File: config.mk
export PLATFORM = sky130hd
export DESIGN_NAME = fifo_stream_drain
export DESIGN_NICKNAME = d
export VERILOG_FILES = /design/src/rtl/fifo_stream_drain_pkg.sv /design/src/rtl/fifo_stream_drain_buf.sv /design/src/rtl/fifo_stream_drain.sv
export SDC_FILE = /design/constraint.sdc
export NUM_CORES = 1
export LEC_CHECK = 0
export BUFFER_PORTS_ARGS = -buffer_cell sky130_fd_sc_hd__buf_4
export CAP_MARGIN = 20
export CORE_UTILIZATION = 56
export DETAILED_ROUTE_END_ITERATION = 10
export HOLD_SLACK_MARGIN = 0.12
export PLACE_DENSITY = 0.79
export SETUP_SLACK_MARGIN = 0.15
export SLEW_MARGIN = 5
export SYNTH_ARGS = -nofsm -noshare
export SYNTH_HDL_FRONTEND = slang
export SYNTH_SLANG_ARGS = --single-unit
File: constraint.sdc
create_clock -name clk -period 2.08 [get_ports clk]
set_clock_uncertainty 0.05 [all_clocks]
set_input_delay 0.104 -clock clk [delete_from_list [all_inputs] [get_ports clk]]
set_output_delay 0.104 -clock clk [all_outputs]
set_load 0.1 [all_outputs]
File: src/rtl/fifo_stream_drain_pkg.sv
// -----------------------------------------------------------------------------
// fifo_stream_drain_pkg
// Shared constants for the FIFO read-side drain stage. The defaults match the
// upstream synchronous FIFO word width and a four-entry output buffer.
// The lvl_width helper sizes level counters that must also represent "full".
// -----------------------------------------------------------------------------
package fifo_stream_drain_pkg;

   localparam int DRAIN_DATA_WIDTH = 16;
   localparam int DRAIN_BUF_DEPTH  = 4;
   localparam int DRAIN_CNT_WIDTH  = 16;

   // A level counter for `depth` entries must hold 0..depth inclusive.
   function automatic int lvl_width(input int depth);
      return $clog2(depth) + 1;
   endfunction

endpackage : fifo_stream_drain_pkg

File: src/rtl/fifo_stream_drain_buf.sv
// -----------------------------------------------------------------------------
// drain_buf
// Circular output buffer for the drain stage. It holds words returned by the
// FIFO until the stream consumer accepts them.
// Ports:
//   clk, rst     clock; asynchronous active-high reset (pointers and level)
//   wr_en_i      write wr_data_i at the tail (caller guarantees a free slot)
//   wr_data_i    word to append
//   rd_en_i      consumer accept; pops the head when the buffer is non-empty
//   head_o       word at the head, zero when the buffer is empty
//   level_o      number of buffered words, 0..DEPTH
// -----------------------------------------------------------------------------
module drain_buf
   import fifo_stream_drain_pkg::*;
#(
   parameter int DATA_WIDTH = DRAIN_DATA_WIDTH,
   parameter int DEPTH      = DRAIN_BUF_DEPTH
) (
   input  logic                          clk,
   input  logic                          rst,
   input  logic                          wr_en_i,
   input  logic [DATA_WIDTH-1:0]         wr_data_i,
   input  logic                          rd_en_i,
   output logic [DATA_WIDTH-1:0]         head_o,
   output logic [lvl_width(DEPTH)-1:0]   level_o
);

   localparam int PTR_W = $clog2(DEPTH);
   localparam int LVL_W = lvl_width(DEPTH);

   logic [DATA_WIDTH-1:0] mem_q [DEPTH];
   logic [PTR_W-1:0]      wr_ptr_q, wr_ptr_d;
   logic [PTR_W-1:0]      rd_ptr_q, rd_ptr_d;
   logic [LVL_W-1:0]      level_q, level_d;
   logic                  do_pop;

   assign do_pop = rd_en_i & (level_q != '0);

   // NOTE: every output of an always_comb gets a default first, so no path leaves it unassigned and no latch is inferred.
   always_comb begin
      wr_ptr_d = wr_ptr_q;
      rd_ptr_d = rd_ptr_q;
      level_d  = level_q;
      // DEPTH is a power of two, so the pointers wrap by natural overflow.
      if (wr_en_i) wr_ptr_d = wr_ptr_q + PTR_W'(1);
      if (do_pop)  rd_ptr_d = rd_ptr_q + PTR_W'(1);
      // Simultaneous write and pop leaves the level unchanged.
      unique case ({wr_en_i, do_pop})
         2'b10:   level_d = level_q + LVL_W'(1);
         2'b01:   level_d = level_q - LVL_W'(1);
         default: level_d = level_q;
      endcase
   end

   // NOTE: sequential state uses non-blocking assignments so every register samples pre-edge values.
   always_ff @(posedge clk or posedge rst) begin
      if (rst) begin
         wr_ptr_q <= '0;
         rd_ptr_q <= '0;
         level_q  <= '0;
      end else begin
         wr_ptr_q <= wr_ptr_d;
         rd_ptr_q <= rd_ptr_d;
         level_q  <= level_d;
      end
   end

   // NOTE: storage is deliberately not reset; the level gates what is visible, so stale contents never escape.
   always_ff @(posedge clk) begin
      if (wr_en_i) mem_q[wr_ptr_q] <= wr_data_i;
   end

   assign head_o  = (level_q != '0) ? mem_q[rd_ptr_q] : '0;
   assign level_o = level_q;

endmodule : drain_buf

File: src/rtl/fifo_stream_drain.sv
// -----------------------------------------------------------------------------
// fifo_stream_drain
// Read-side stage directly downstream of the synchronous FIFO. It pops words
// through the FIFO's registered read port and presents them as a valid/ready
// stream. A credit count (buffered words plus the word in flight) ensures every
// issued read has a buffer slot waiting, so backpressure never loses data.
// Ports:
//   clk, rst         clock; asynchronous active-high reset
//   drain_en         permits new FIFO reads
//   fifo_empty       FIFO empty flag
//   fifo_data_out    FIFO read data, valid one cycle after fifo_rd_en
//   fifo_underflow   FIFO underflow flag, aligned with fifo_data_out
//   fifo_rd_en       FIFO pop request
//   m_valid/m_data   stream output (buffer head), m_ready downstream accept
//   buf_level        buffered word count
//   words_cnt        accepted handshakes, saturating
//   underflow_err    sticky: a returning word was flagged as underflow
// -----------------------------------------------------------------------------
module fifo_stream_drain
   import fifo_stream_drain_pkg::*;
#(
   parameter int DATA_WIDTH = DRAIN_DATA_WIDTH,
   parameter int BUF_DEPTH  = DRAIN_BUF_DEPTH,
   parameter int CNT_WIDTH  = DRAIN_CNT_WIDTH
) (
   input  logic                              clk,
   input  logic                              rst,
   input  logic                              drain_en,
   input  logic                              fifo_empty,
   input  logic [DATA_WIDTH-1:0]             fifo_data_out,
   input  logic                              fifo_underflow,
   output logic                              fifo_rd_en,
   output logic                              m_valid,
   output logic [DATA_WIDTH-1:0]             m_data,
   input  logic                              m_ready,
   output logic [lvl_width(BUF_DEPTH)-1:0]   buf_level,
   output logic [CNT_WIDTH-1:0]              words_cnt,
   output logic                              underflow_err
);

   localparam int                 LVL_W   = lvl_width(BUF_DEPTH);
   localparam logic [LVL_W:0]     DEPTH_C = (LVL_W+1)'(BUF_DEPTH);

   logic                 inflight_q;
   logic                 underflow_err_q, underflow_err_d;
   logic [CNT_WIDTH-1:0] words_cnt_q, words_cnt_d;
   logic [LVL_W:0]       credit;
   logic                 capture, drop, handshake;

   // Credits count buffered words plus the word returning next edge; one extra
   // bit keeps the sum from wrapping when the buffer is full.
   assign credit     = {1'b0, buf_level} + {{LVL_W{1'b0}}, inflight_q};
   // No m_ready term here: read issue depends only on registered occupancy.
   // rst gates the request so a reset never pops a word it would then discard.
   assign fifo_rd_en = ~rst & drain_en & ~fifo_empty & (credit < DEPTH_C);

   assign capture    = inflight_q & ~fifo_underflow;
   assign drop       = inflight_q &  fifo_underflow;
   assign m_valid    = (buf_level != '0);
   assign handshake  = m_valid & m_ready;

   drain_buf #(
      .DATA_WIDTH (DATA_WIDTH),
      .DEPTH      (BUF_DEPTH)
   ) u_buf (
      .clk       (clk),
      .rst       (rst),
      .wr_en_i   (capture),
      .wr_data_i (fifo_data_out),
      .rd_en_i   (m_ready),
      .head_o    (m_data),
      .level_o   (buf_level)
   );

   always_comb begin
      underflow_err_d = underflow_err_q | drop;
      words_cnt_d     = words_cnt_q;
      if (handshake && (words_cnt_q != '1)) words_cnt_d = words_cnt_q + CNT_WIDTH'(1);
   end

   always_ff @(posedge clk or posedge rst) begin
      if (rst) begin
         inflight_q      <= 1'b0;
         underflow_err_q <= 1'b0;
         words_cnt_q     <= '0;
      end else begin
         inflight_q      <= fifo_rd_en;
         underflow_err_q <= underflow_err_d;
         words_cnt_q     <= words_cnt_d;
      end
   end

   assign words_cnt     = words_cnt_q;
   assign underflow_err = underflow_err_q;

endmodule : fifo_stream_drain
==> results.ini <==
[global_routing]
globalRoute.totalOverflow = 0
grt_use_total_pct = 23.05
globalRouteMet2Util_pct = 37.78
grt_max_degree = 26
global_route_wire_length_before_repair_mm = 11.87
antenna_found_initial = 0
met3_usage_pct = 4.076
globalRoute.busiestLayer = met2
grt_pass1_vias = 2307
grt_util_met1_pct = 29.62

[sta]
finalHoldViolCount = 0
timing.final.ws_setup_ns = 0.1093
final_setup_fails = 0
finalCriticalPeriod_ns = 1.971
slew_headroom_pct = 68.21
grt_setup_unrepaired = yes
slew_viol_final = 0
min_period_over_period_pct = 94.74
max_clock_freq_mhz = 507.4
worst_slew_pin_slew_ns = 0.4732
totalNegativeSetupSlack_ns = 0

[critical_path]
worst-r2r-setup-slack_ns = 0.24
r2r.worst_path.cells = 8
regToRegEndpoint = u_buf.level_o[2]
critical_path_arrival_ns = 1.82
end_kind = primary output
r2r_start = u_buf.level_o[0]
critical_path_class = reg2out
critical_path_required_ns = 1.93
path_max_fanout = 8
cp-start-kind = flip-flop

[finish]
fin_util_pct = 83.03
syn_to_final_growth_pct = 42.90
fill_cell_instance_count_of_the_final_layout = 312
final_layout_size_suffix_gt1_share_pct = 49.55
fin_area_um2 = 5273
diodes = 0
final_nets = 358

[floorplan]
die_span_y_um = 83.17
die-area_um2 = 6917
start_util_pct = 58.11
core_um2 = 6350
boundaryPins = 60
placement_rows = 29
die-width_um = 83.17

[synthesis]
synth_top_family_by_area = multiplexers
postSynthNetCount = 247
syn-mean-instance-area_um2 = 16.93
simple_gate_area_share_of_the_yosys_netlist_pct = 9.936
xor_xnor_cell_area_share_of_the_yosys_netlist_pct = 4.273
netlist_area_before_placement_um2 = 3690
synth-adder-area-share_pct = 2.577
synth_cells = 218
synth_cell_types = 37
muxShareOfSynthArea_pct = 10.34
portion_of_the_post_synthesis_area_used_by_sequential_elements_pct = 69.04
synth_compound_area_share_pct = 2.035
synth-warning-count = 0
synth-seq-cells = 89

[place]
place_hpwl_mm = 4.159
dp_worst_setup_slack_ns = 0.2682
placed_area_um2 = 4459
port_buffers = 59
finalWeightedCongestion = 0.8673

[routing]
wl_mm = 7.511
dr_total_vias = 2230
final_antenna_net_count = 0
drtIter0Drc = 140
dr.pass1.iters = 4
detail_route.drc_violations = 0
wl_per_cell_um = 18.32
vias_per_cell = 5.439

[clock_tree]
h_tree_levels = 3
worst_setup_hold_path_clk_slew_ns = 0.09
clock_tree_from_tritoncts = yes
clk-insertion-delay-late_ns = 0.35
clock_sink_count = 89
cts-root-to-sink-buffers = 2
cts-buffers-inserted = 9
root_buffer_selected_by_cts = sky130_fd_sc_hd__clkbuf_8

[min_path]
hold_path.class = in2async

[job]
maxCapViolations = 0

[run_status]
outcome = completed

[critical path: stages (launching register included)]
cell	delay, ns
sky130_fd_sc_hd__dfrtp_2	0.46
sky130_fd_sc_hd__clkbuf_16	0.20
sky130_fd_sc_hd__mux4_2	0.51
sky130_fd_sc_hd__nor2b_4	0.15
sky130_fd_sc_hd__buf_12	0.16
[per-layer routing]
layer	up-vias	wire length, um
li1	1046	-
met1	1101	3159
met2	66	3826
met3	17	304
met4	0	221
met5	-	0
[final cells by class]
cell class	instances	area, um2	area share (%)
Sequential cell	89	2580	48.93
Multi-Input combinational cell	113	1235	23.42
Timing Repair Buffer	106	1104	20.93
Clock buffer	9	123.9	2.349
Tap cell	77	96.34	1.827
Clock inverter	6	92.59	1.756
Inverter	10	41.29	0.7831
[placed cells by master, fill, tap and decap left out, types with 2 or more instances in the layout]
master and instances:
sky130_fd_sc_hd__o21ai_0 3, sky130_fd_sc_hd__and3_1 4, sky130_fd_sc_hd__dfrtp_1 5, sky130_fd_sc_hd__bufinv_16 2, sky130_fd_sc_hd__clkinvlp_4 2, sky130_fd_sc_hd__dfrtp_4 3, sky130_fd_sc_hd__xnor2_1 9, sky130_fd_sc_hd__inv_2 2
sky130_fd_sc_hd__nand3_1 6, sky130_fd_sc_hd__mux4_2 16, sky130_fd_sc_hd__buf_12 19, sky130_fd_sc_hd__nor2_1 3, sky130_fd_sc_hd__dlygate4sd3_1 21, sky130_fd_sc_hd__nand4_1 5, sky130_fd_sc_hd__nor2b_4 16, sky130_fd_sc_hd__dfrtp_2 17
sky130_fd_sc_hd__ha_1 5, sky130_fd_sc_hd__buf_4 65, sky130_fd_sc_hd__a21oi_1 2, sky130_fd_sc_hd__clkbuf_8 9, sky130_fd_sc_hd__xor2_1 9, sky130_fd_sc_hd__nor3_1 7, sky130_fd_sc_hd__nand2_1 5, sky130_fd_sc_hd__edfxtp_1 64
sky130_fd_sc_hd__and2_1 4, sky130_fd_sc_hd__inv_1 7
[flip-flops by register name, indices dropped and copies added, names as in the netlist]
| name | cells |
|---|---|
| underflow_err | 1 |
| u_buf.level_o | 3 |
| u_buf.rd_ptr_q | 2 |
| u_buf.wr_ptr_q | 2 |
| words_cnt | 16 |
| inflight_q | 1 |
| u_buf.mem_q | 64 |
[logic make-up after synthesis]
| group | count (synthesis) |
|---|---|
| compound gates | 10 |
| xor+xnor | 18 |
| fa+ha+maj | 7 |
| buf+inv | 16 |
| flops | 89 |
| mux | 18 |
| simple gates | 60 |
[synth_stat cells, drive strengths merged]
cell type	count	area share [%]
o21a	1	0.20
a21oi	2	0.27
or4	1	0.31
inv	10	1.0
nor4	1	0.34
a21o	1	0.20
fa	1	0.54
o31ai	1	0.58
dfrtp	25	17
nor2	3	0.31
and4	1	0.24
a31oi	1	0.17
xnor2	9	2.1
and3	6	1.2
o21ai	3	0.41
and2	4	0.68
ha	6	2.0
nand3	6	0.81
edfxtp	64	52
xor2	9	2.1
nand4	6	1.2
nor2b	17	2.9
buf	3	0.47
nand3b	1	0.20
nand2	5	0.51
o211ai	1	0.20
mux2	1	0.31
clkbuf	3	0.31
mux2i	1	0.27
nor3	8	1.1
mux4	16	9.8
nor3b	1	0.20
[stage by stage]
| stage | instances | hold slack (ns) |
|---|---|---|
| finish | 410 | 0.3566 |
| global route | 410 | 0.3945 |
| CTS | 396 | 0.3465 |
| detailed placement | 358 | 0.1771 |
| global placement | 358 | 0.1617 |
| floorplan | 218 | 0.08893 |
[how the worst max path moves through the flow]
stage | from | to | slack, ns | depth (start not counted)
floorplan | u_buf.level_o[0] | u_buf.level_o[2] | 0.06 | 8
global placement | u_buf.level_o[0] | u_buf.level_o[2] | 0.32 | 8
detailed placement | u_buf.level_o[0] | u_buf.level_o[1] | 0.27 | 6
CTS | u_buf.rd_ptr_q[0] | m_data[7] | 0.09 | 4
global route | u_buf.rd_ptr_q[0] | m_data[8] | 0.07 | 4
finish | u_buf.rd_ptr_q[0] | m_data[8] | 0.11 | 4
[timing repair]
item | in CTS | in global routing
gates resized for setup | 56 | 2
hold buffers | 21 | 0
hold endpoints to repair | 93 | 0
gates cloned | 1 | 0
buffers inserted | 1 | 14
endpoints found under the setup margin | 16 | 17
Power is left out: the tool's default activity adds up to more than one toggle a clock period on the data nets, which glitch-free logic cannot reach.
